<file path="src/rtl/fifo_rd_drain.sv">
// rtl/fifo_rd_drain.sv - read-side burst drain engine with 2-entry output buffer
//
// Pulls words from a show-ahead dual-clock FIFO read port in bursts of up to
// BURST_LEN words and presents them on a valid/ready stream. A partially
// filled FIFO (aempty high) is drained after TIMEOUT cycles of waiting.

module fifo_rd_drain #(
  parameter int DW        = 8,
  parameter int BURST_LEN = 4,
  parameter int TIMEOUT   = 16,
  parameter int CNT_W     = 16
) (
  input  logic                           rclk,
  input  logic                           rrst_n,
  input  logic                           enable,
  input  logic                           rempty,
  input  logic                           aempty,
  input  logic [DW-1:0]                  rdata,
  output logic                           rinc,
  output logic                           m_valid,
  output logic [DW-1:0]                  m_data,
  input  logic                           m_ready,
  output logic                           busy,
  output logic                           burst_done,
  output logic [$clog2(BURST_LEN+1)-1:0] burst_words,
  output logic [CNT_W-1:0]               drained_cnt
);

  localparam int BW_W = $clog2(BURST_LEN + 1);
  localparam int TW   = $clog2(TIMEOUT) + 1;

  localparam logic [BW_W-1:0] BL      = BW_W'(BURST_LEN);
  localparam logic [TW-1:0]   TO_LAST = TW'(TIMEOUT - 1);

  localparam logic [1:0] ST_IDLE  = 2'd0;
  localparam logic [1:0] ST_ARM   = 2'd1;
  localparam logic [1:0] ST_BURST = 2'd2;
  localparam logic [1:0] ST_DONE  = 2'd3;

  logic [1:0]       state_q, state_d;
  logic [BW_W-1:0]  bw_cnt_q, bw_cnt_d;
  logic [TW-1:0]    timer_q, timer_d;
  logic [BW_W-1:0]  bwords_q, bwords_d;
  logic [CNT_W-1:0] drained_q, drained_d;

  logic [DW-1:0]    buf0_q, buf0_d;
  logic [DW-1:0]    buf1_q, buf1_d;
  logic [1:0]       buf_cnt_q, buf_cnt_d;

  logic             push;
  logic             pop;

  // Read strobe: only while bursting, with room in the buffer and burst quota
  // left. Held low during reset so a mid-burst reset cannot pop a word that
  // would then be discarded.
  assign rinc = rrst_n && (state_q == ST_BURST) && !rempty &&
                (buf_cnt_q != 2'd2) && (bw_cnt_q < BL);

  assign push = rinc;
  assign pop  = m_valid && m_ready;

  assign m_valid     = (buf_cnt_q != 2'd0);
  assign m_data      = buf0_q;
  assign busy        = (state_q != ST_IDLE);
  assign burst_done  = (state_q == ST_DONE);
  assign burst_words = bwords_q;
  assign drained_cnt = drained_q;

  // Burst sequencing: wait for data, arm the timeout when nearly empty, burst, report.
  always_comb begin
    state_d  = state_q;
    bw_cnt_d = bw_cnt_q;
    timer_d  = timer_q;
    bwords_d = bwords_q;
    case (state_q)
      ST_IDLE: begin
        bw_cnt_d = '0;
        timer_d  = '0;
        if (enable && !rempty && !aempty) begin
          state_d = ST_BURST;
        end else if (enable && !rempty) begin
          state_d = ST_ARM;
        end
      end
      ST_ARM: begin
        timer_d = timer_q + TW'(1);
        if (!enable || rempty) begin
          state_d = ST_IDLE;
        end else if (!aempty || (timer_q == TO_LAST)) begin
          state_d = ST_BURST;
        end
      end
      ST_BURST: begin
        // enable is deliberately ignored here so a started burst always completes.
        bw_cnt_d = bw_cnt_q + BW_W'(rinc);
        if (bw_cnt_d == BL) begin
          state_d  = ST_DONE;
          bwords_d = bw_cnt_d;
        end else if (rempty && (bw_cnt_q != '0)) begin
          state_d  = ST_DONE;
          bwords_d = bw_cnt_q;
        end
      end
      ST_DONE: begin
        state_d = ST_IDLE;
      end
      default: begin
        state_d = ST_IDLE;
      end
    endcase
  end

  // Two-entry output buffer: head in buf0, simultaneous push/pop keeps one word flowing per cycle.
  always_comb begin
    buf0_d    = buf0_q;
    buf1_d    = buf1_q;
    buf_cnt_d = buf_cnt_q;
    case ({push, pop})
      2'b10: begin
        if (buf_cnt_q == 2'd0) begin
          buf0_d = rdata;
        end else begin
          buf1_d = rdata;
        end
        buf_cnt_d = buf_cnt_q + 2'd1;
      end
      2'b01: begin
        buf0_d    = buf1_q;
        buf_cnt_d = buf_cnt_q - 2'd1;
      end
      2'b11: begin
        // push requires buf_cnt<2 and pop requires buf_cnt>0, so buf_cnt is 1 here.
        buf0_d = rdata;
      end
      default: begin
        buf_cnt_d = buf_cnt_q;
      end
    endcase
  end

  // Transfer counter, wraps naturally at 2^CNT_W.
  always_comb begin
    drained_d = drained_q + CNT_W'(pop);
  end

  // State and datapath registers with synchronous active-low reset.
  always_ff @(posedge rclk) begin
    if (!rrst_n) begin
      state_q   <= ST_IDLE;
      bw_cnt_q  <= '0;
      timer_q   <= '0;
      bwords_q  <= '0;
      drained_q <= '0;
      buf0_q    <= '0;
      buf1_q    <= '0;
      buf_cnt_q <= 2'd0;
    end else begin
      state_q   <= state_d;
      bw_cnt_q  <= bw_cnt_d;
      timer_q   <= timer_d;
      bwords_q  <= bwords_d;
      drained_q <= drained_d;
      buf0_q    <= buf0_d;
      buf1_q    <= buf1_d;
      buf_cnt_q <= buf_cnt_d;
    end
  end

endmodule

</file>
<file path="config.mk">
export PLATFORM = sky130hd
export DESIGN_NAME = fifo_rd_drain
export DESIGN_NICKNAME = d
export VERILOG_FILES = /design/src/rtl/fifo_rd_drain.sv
export SDC_FILE = /design/constraint.sdc
export NUM_CORES = 1
export LEC_CHECK = 0
export CORE_MARGIN = 5
export CORE_UTILIZATION = 40
export DETAILED_ROUTE_END_ITERATION = 10
export PLACE_DENSITY = 0.67
export SKIP_CTS_REPAIR_TIMING = 1
export SYNTH_ARGS = -nofsm -noshare
export SYNTH_HDL_FRONTEND = slang
export SYNTH_SLANG_ARGS = --single-unit
export TNS_END_PERCENT = 30
</file>
<file path="constraint.sdc">
create_clock -name rclk -period 1.9 [get_ports rclk]
set_input_delay 0.285 -clock rclk [delete_from_list [all_inputs] [get_ports rclk]]
set_output_delay 0.285 -clock rclk [all_outputs]
set_load 0.01 [all_outputs]
</file>
== Word-level counts from Yosys, hierarchy flattened ==
Index checks and enable logic that the tools add are counted.

* Register bits after elaboration: 47
* Latch bits: 0
* Memory bits (writable): 0
* Memory bits (read-only): 0
* Output and inout bits: 31
* Memories kept: 0

* Add/subtract/negate cells: 5
* $mul: 0
* Divide/modulo/power cells: 0
* Order comparisons: 1
* Equality and inequality tests: 13
* Shift-type cells: 0
* Muxes and demuxes: 14
* Bitwise logic cells: 1
* Reduce and logical (&&, ||, !) cells: 27

{| class="wikitable"
|+ Operator list
! cell !! count
|-
| $pmux 8 s3 || 1
|-
| $add 16x1->16 || 1
|-
| $mux 2 || 6
|-
| $reduce_bool 2->1 || 6
|-
| $pmux 5 s2 || 1
|-
| $eq 2x2->1 const B || 4
|-
| $logic_and 1x1->1 || 8
|-
| $mux 8 || 1
|-
| $pmux 2 s4 || 1
|-
| $mux 3 || 2
|-
| $ne 3x3->1 const B || 2
|-
| $pmux 3 s2 || 1
|-
| $reduce_and 2->1 || 3
|-
| $reduce_bool 3->1 || 2
|-
| $add 5x1->5 const B || 1
|-
| $eq 5x4->1 const B || 1
|-
| $eq 2x1->1 const B || 2
|-
| $logic_not 2->1 || 2
|-
| $ne 2x2->1 const B || 2
|-
| $pmux 2 s2 || 1
|-
| $add 3x1->3 || 1
|-
| $eq 3x3->1 const B || 1
|-
| $logic_not 1->1 || 3
|-
| $lt 3x3->1 const B || 1
|-
| other kinds (6) || 7
|}

== Logic depth before layout (Yosys ltp) ==
* Depth after elaboration: 9
* Gate-level depth with buffers: 10
* Depth with buffers taken out: 9

== Worst setup path before layout ==
OpenSTA, ideal clock, no wires.

* Path kind: register -> register
* From: register buf_cnt_q[0]
* To: register drained_q[14] (netlist: drained_cnt[14])
* Library setup time: 115 ps
* Data arrival time: 1,820 ps
* Required time: 1,785 ps
* Setup slack: -34 ps
* Stages on the path, launching flop included: 11
* Period minus slack after synthesis: 1,934 ps
* Cells stage by stage: dfxtp_1 > or2_1 > buf_6 > nand2_1 > inv_1 > ha_1 > ha_1 > nand3_1 > nor4_1 > xor2_1 > and2_1

* Word-level cells in the longest chain between the ends: 3

{| class="wikitable"
|+ Ends and longest elaborated chain
! what !! line !! source
|-
| from (decl) || 48 || <nowiki>logic [1:0] buf_cnt_q, buf_cnt_d;</nowiki>
|-
| from (signal assigned) || 165 || <nowiki>buf_cnt_q <= buf_cnt_d;</nowiki>
|-
| $reduce_bool 2->1 || 62 || <nowiki>assign m_valid = (buf_cnt_q != 2'd0);</nowiki>
|-
| named net m_valid || 20 || <nowiki>output logic m_valid,</nowiki>
|-
| $logic_and 1x1->1 || 60 || <nowiki>assign pop = m_valid && m_ready;</nowiki>
|-
| $add 16x1->16 || 143 || <nowiki>drained_d = drained_q + CNT_W'(pop);</nowiki>
|-
| to (signal assigned) || 162 || <nowiki>drained_q <= drained_d;</nowiki>
|-
| to (decl) || 44 || <nowiki>logic [CNT_W-1:0] drained_q, drained_d;</nowiki>
|}

The timed path passes the listed nets, and every way through them passes these cells.
A chain may end at the register's enable or synchronous reset.

== Worst setup path after layout ==
* From: register state_q[0]
* To: output busy

* Word-level cells in the longest chain between the ends: 1

{| class="wikitable"
|+ Ends and longest elaborated chain
! what !! line !! source
|-
| from (decl) || 40 || <nowiki>logic [1:0] state_q, state_d;</nowiki>
|-
| from (signal assigned) || 158 || <nowiki>state_q <= state_d;</nowiki>
|-
| $reduce_bool 2->1 || 64 || <nowiki>assign busy = (state_q != ST_IDLE);</nowiki>
|-
| to (decl) || 23 || <nowiki>output logic busy,</nowiki>
|}

No other way between the ends.

==> out/qor.txt <==
status: completed
critical path class: flop to primary output
global route overflow: 0
Syn. warnings: 0
Crit path max-delay family: buffers and inverters
fin cells: 367
die height: 84.3 um
Post-synth EDFFs: 0
first-pass GRT wire length: 7.33 mm
Max Clock Freq: 543 MHz
IO Count: 45
clk buf depth: 2
Max Cap Viol: 0
Critical Path RT: 1.62 ns
root buf cell: clkbuf_8
P_sw: 386 uW
First-pass DRT Iterations: 4
CTS clk-pin slew, worst paths: 0.08 ns
Pwr Density: 595 nW/um^2
via count: 1789
Final ANT Viol Nets: 0
Worst-Margin Slew: 0.650 ns
vias in the first global route: 1687
row cnt: 27
Layout Skew: 0.00643 ns
Max Slew Vio Count: 0
Worst Path Arrival: 1.56 ns
ys flop type: dfxtp_1
ys async rst share: 0
Hold Vio Cnt, Final: 0
most common cell after layout, fill and taps aside: dfxtp_1
clk_lat worst skew: 0.29 ns
setup TNS: 0 ns
Rel. slew slack: 0.561
Int Power: 1.38 mW
Final Total Pwr: 1.77 mW
CP Cell Sequence: buf_4 -> or2_2 -> clkdlybuf4s50_1
syn nets: 257
number of diodes: 0
Gate power share: 0.097
Area growth, synth to finish: 34.6%
VDD IR max: 364 uV
nets: 317
WL per Instance: 12.0 um
placed cells: 360
Syn Std Cell Area: 2210 um^2
number of fill cells: 519
sequential share of power: 0.569
largest net degree at the start of global routing: 52
CP Capture Type: primary output
unrepaired setup endpoints after global routing: true
CP Max Fanout: 11
CTS buffer count: 5
PortBufs: 44
Post-DP HPWL: 3.10 mm
placed instance area: 2840 um^2
Buf+Inv Stages, Crit Path: 2
final WL: 4.39 mm
Final Critical Period: 1.84 ns
via/cell ratio: 4.87
Die Width: 84.3 um
Iteration-0 DRC Markers: 60
Gate Count Post-Synth: 235
syn_area_per_cell: 9.40 um^2
Clock Power Share: 0.334
GR Util All Layers: 0.122
share of layout cells above drive strength 1: 0.146
Max stage delay on crit path: 0.48 ns
DIE AREA: 7110 um^2
Core ar.: 5440 um^2
Hold Crit Class: flop to flop
commonest cells after routing, fill and taps aside: dfxtp_1 (46), clkdlybuf4s50_1 (43), nand2_1 (24), and2_1 (20), buf_4 (20)
initial core utilization: 0.406
# DRC: 0
Unique masters post-synth: 38
final instance area: 2970 um^2
Seq/Total Area, Yosys: 0.426
Worst path slowest cell: clkdlybuf4s50_1
initial antenna violation count: 0
CP Launch Type: flop
Leakage: 1.32 nW
sw frac: 0.218
H-tree depth: 2
synthesis-stage register bit count: 47
CTS tree: yes
period utilization: 0.969
CTS Sinks: 47
GPL Wtd Cong: 0.741
final setup fails: 0
-- per-layer routing --
| metal | GRT usage | vias to the layer above | share of wire |
|---|---|---|---|
| li1 | - | 924 | - |
| met1 | 0.144 | 825 | 0.48 |
| met2 | 0.214 | 36 | 0.47 |
| met3 | 0.0393 | 4 | 0.045 |
| met4 | 0.0307 | 0 | 0.0073 |
| met5 | 0 | - | 0 |
-- sequential cells by signal (all words and copies together), names as in the netlist --
signal	flops
drained_cnt	16
m_data	8
buf1_q	8
burst_words	3
bw_cnt_q	3
timer_q	5
buf_cnt_q	2
state_q	2
-- worst register-to-register path, delay by kind of cell, from the launching register on --
family                     cells  cell delay, ns
adders and majority gates      1            0.18
xor gates and xnor gates       1            0.09
and+or+nand+nor                5            0.68
buffers and inverters          3            0.38
DFF                            1            0.37
-- power by group through the flow --
stage          Sequential (mW)  Combinational [mW]  Clock, mW
3_3_place_gp              1.03               0.171          0
4_1_cts                   1.01               0.173      0.618
2_1_floorplan             1.04              0.0813          0
3_5_place_dp              1.03               0.172          0
5_1_grt                   1.01               0.186      0.661
6_report                  1.01               0.171      0.591
-- final timing paths --
kind	startpoint	end	slack [ns]	depth (start not counted)
min reg2reg	burst_words[1]	burst_words[1]	0.48	2
max	state_q[0]	busy	0.06	3
min	burst_words[1]	burst_words[1]	0.48	2
max reg2reg	buf_cnt_q[0]	drained_cnt[9]	0.11	10
-- synth_stat cells (3+ instances only) --
master    instances  share of area
xor2_1            8          0.032
nor3_1            4         0.0091
and2_1           20          0.057
o21ai_0           6          0.014
nor2_1            5         0.0085
o22ai_1           3         0.0085
xnor2_1           8          0.032
o211a_1           9          0.041
ha_1              8          0.045
nand2_1          25          0.042
clkbuf_1          7          0.012
nor2b_1          15          0.042
nand3_1          13          0.029
dfxtp_1          47           0.43
a22oi_1           3          0.010
mux2i_1          17          0.077
inv_1             5         0.0085
nor4_1            3         0.0085
nand2b_1          3         0.0085
-- cell type report --
type,count,area (um^2),share of cell area
Timing Repair Buffer,64,593,0.199
Tap cell,72,90.1,0.0303
Inverter,5,18.8,0.00631
Clock inverter,1,5.00,0.00168
Multi-Input combinational cell,172,1240,0.418
Clock buffer,6,82.6,0.0278
Sequential cell,47,942,0.317
-- metrics by stage --
step / setup WS [ns] / hold slack (ns) / utilization
floorplan: -0.00586 / 0.450 / -
global route: -0.0126 / 0.507 / 0.547
detailed placement: -0.251 / 0.464 / 0.522
finish: 0.0597 / 0.482 / 0.547
global placement: -0.238 / 0.462 / 0.522
CTS: -0.102 / 0.480 / 0.538
-- cells by family after synthesis --
| group | count (synthesis) | synth area share |
|---|---|---|
| flops | 47 | 0.426 |
| xor+xnor | 16 | 0.0635 |
| fa+ha+maj | 8 | 0.0453 |
| mux | 17 | 0.0771 |
| simple gates | 100 | 0.243 |
| buf+inv | 16 | 0.0351 |
| compound gates | 31 | 0.110 |
(Power assumes the default switching activity.)
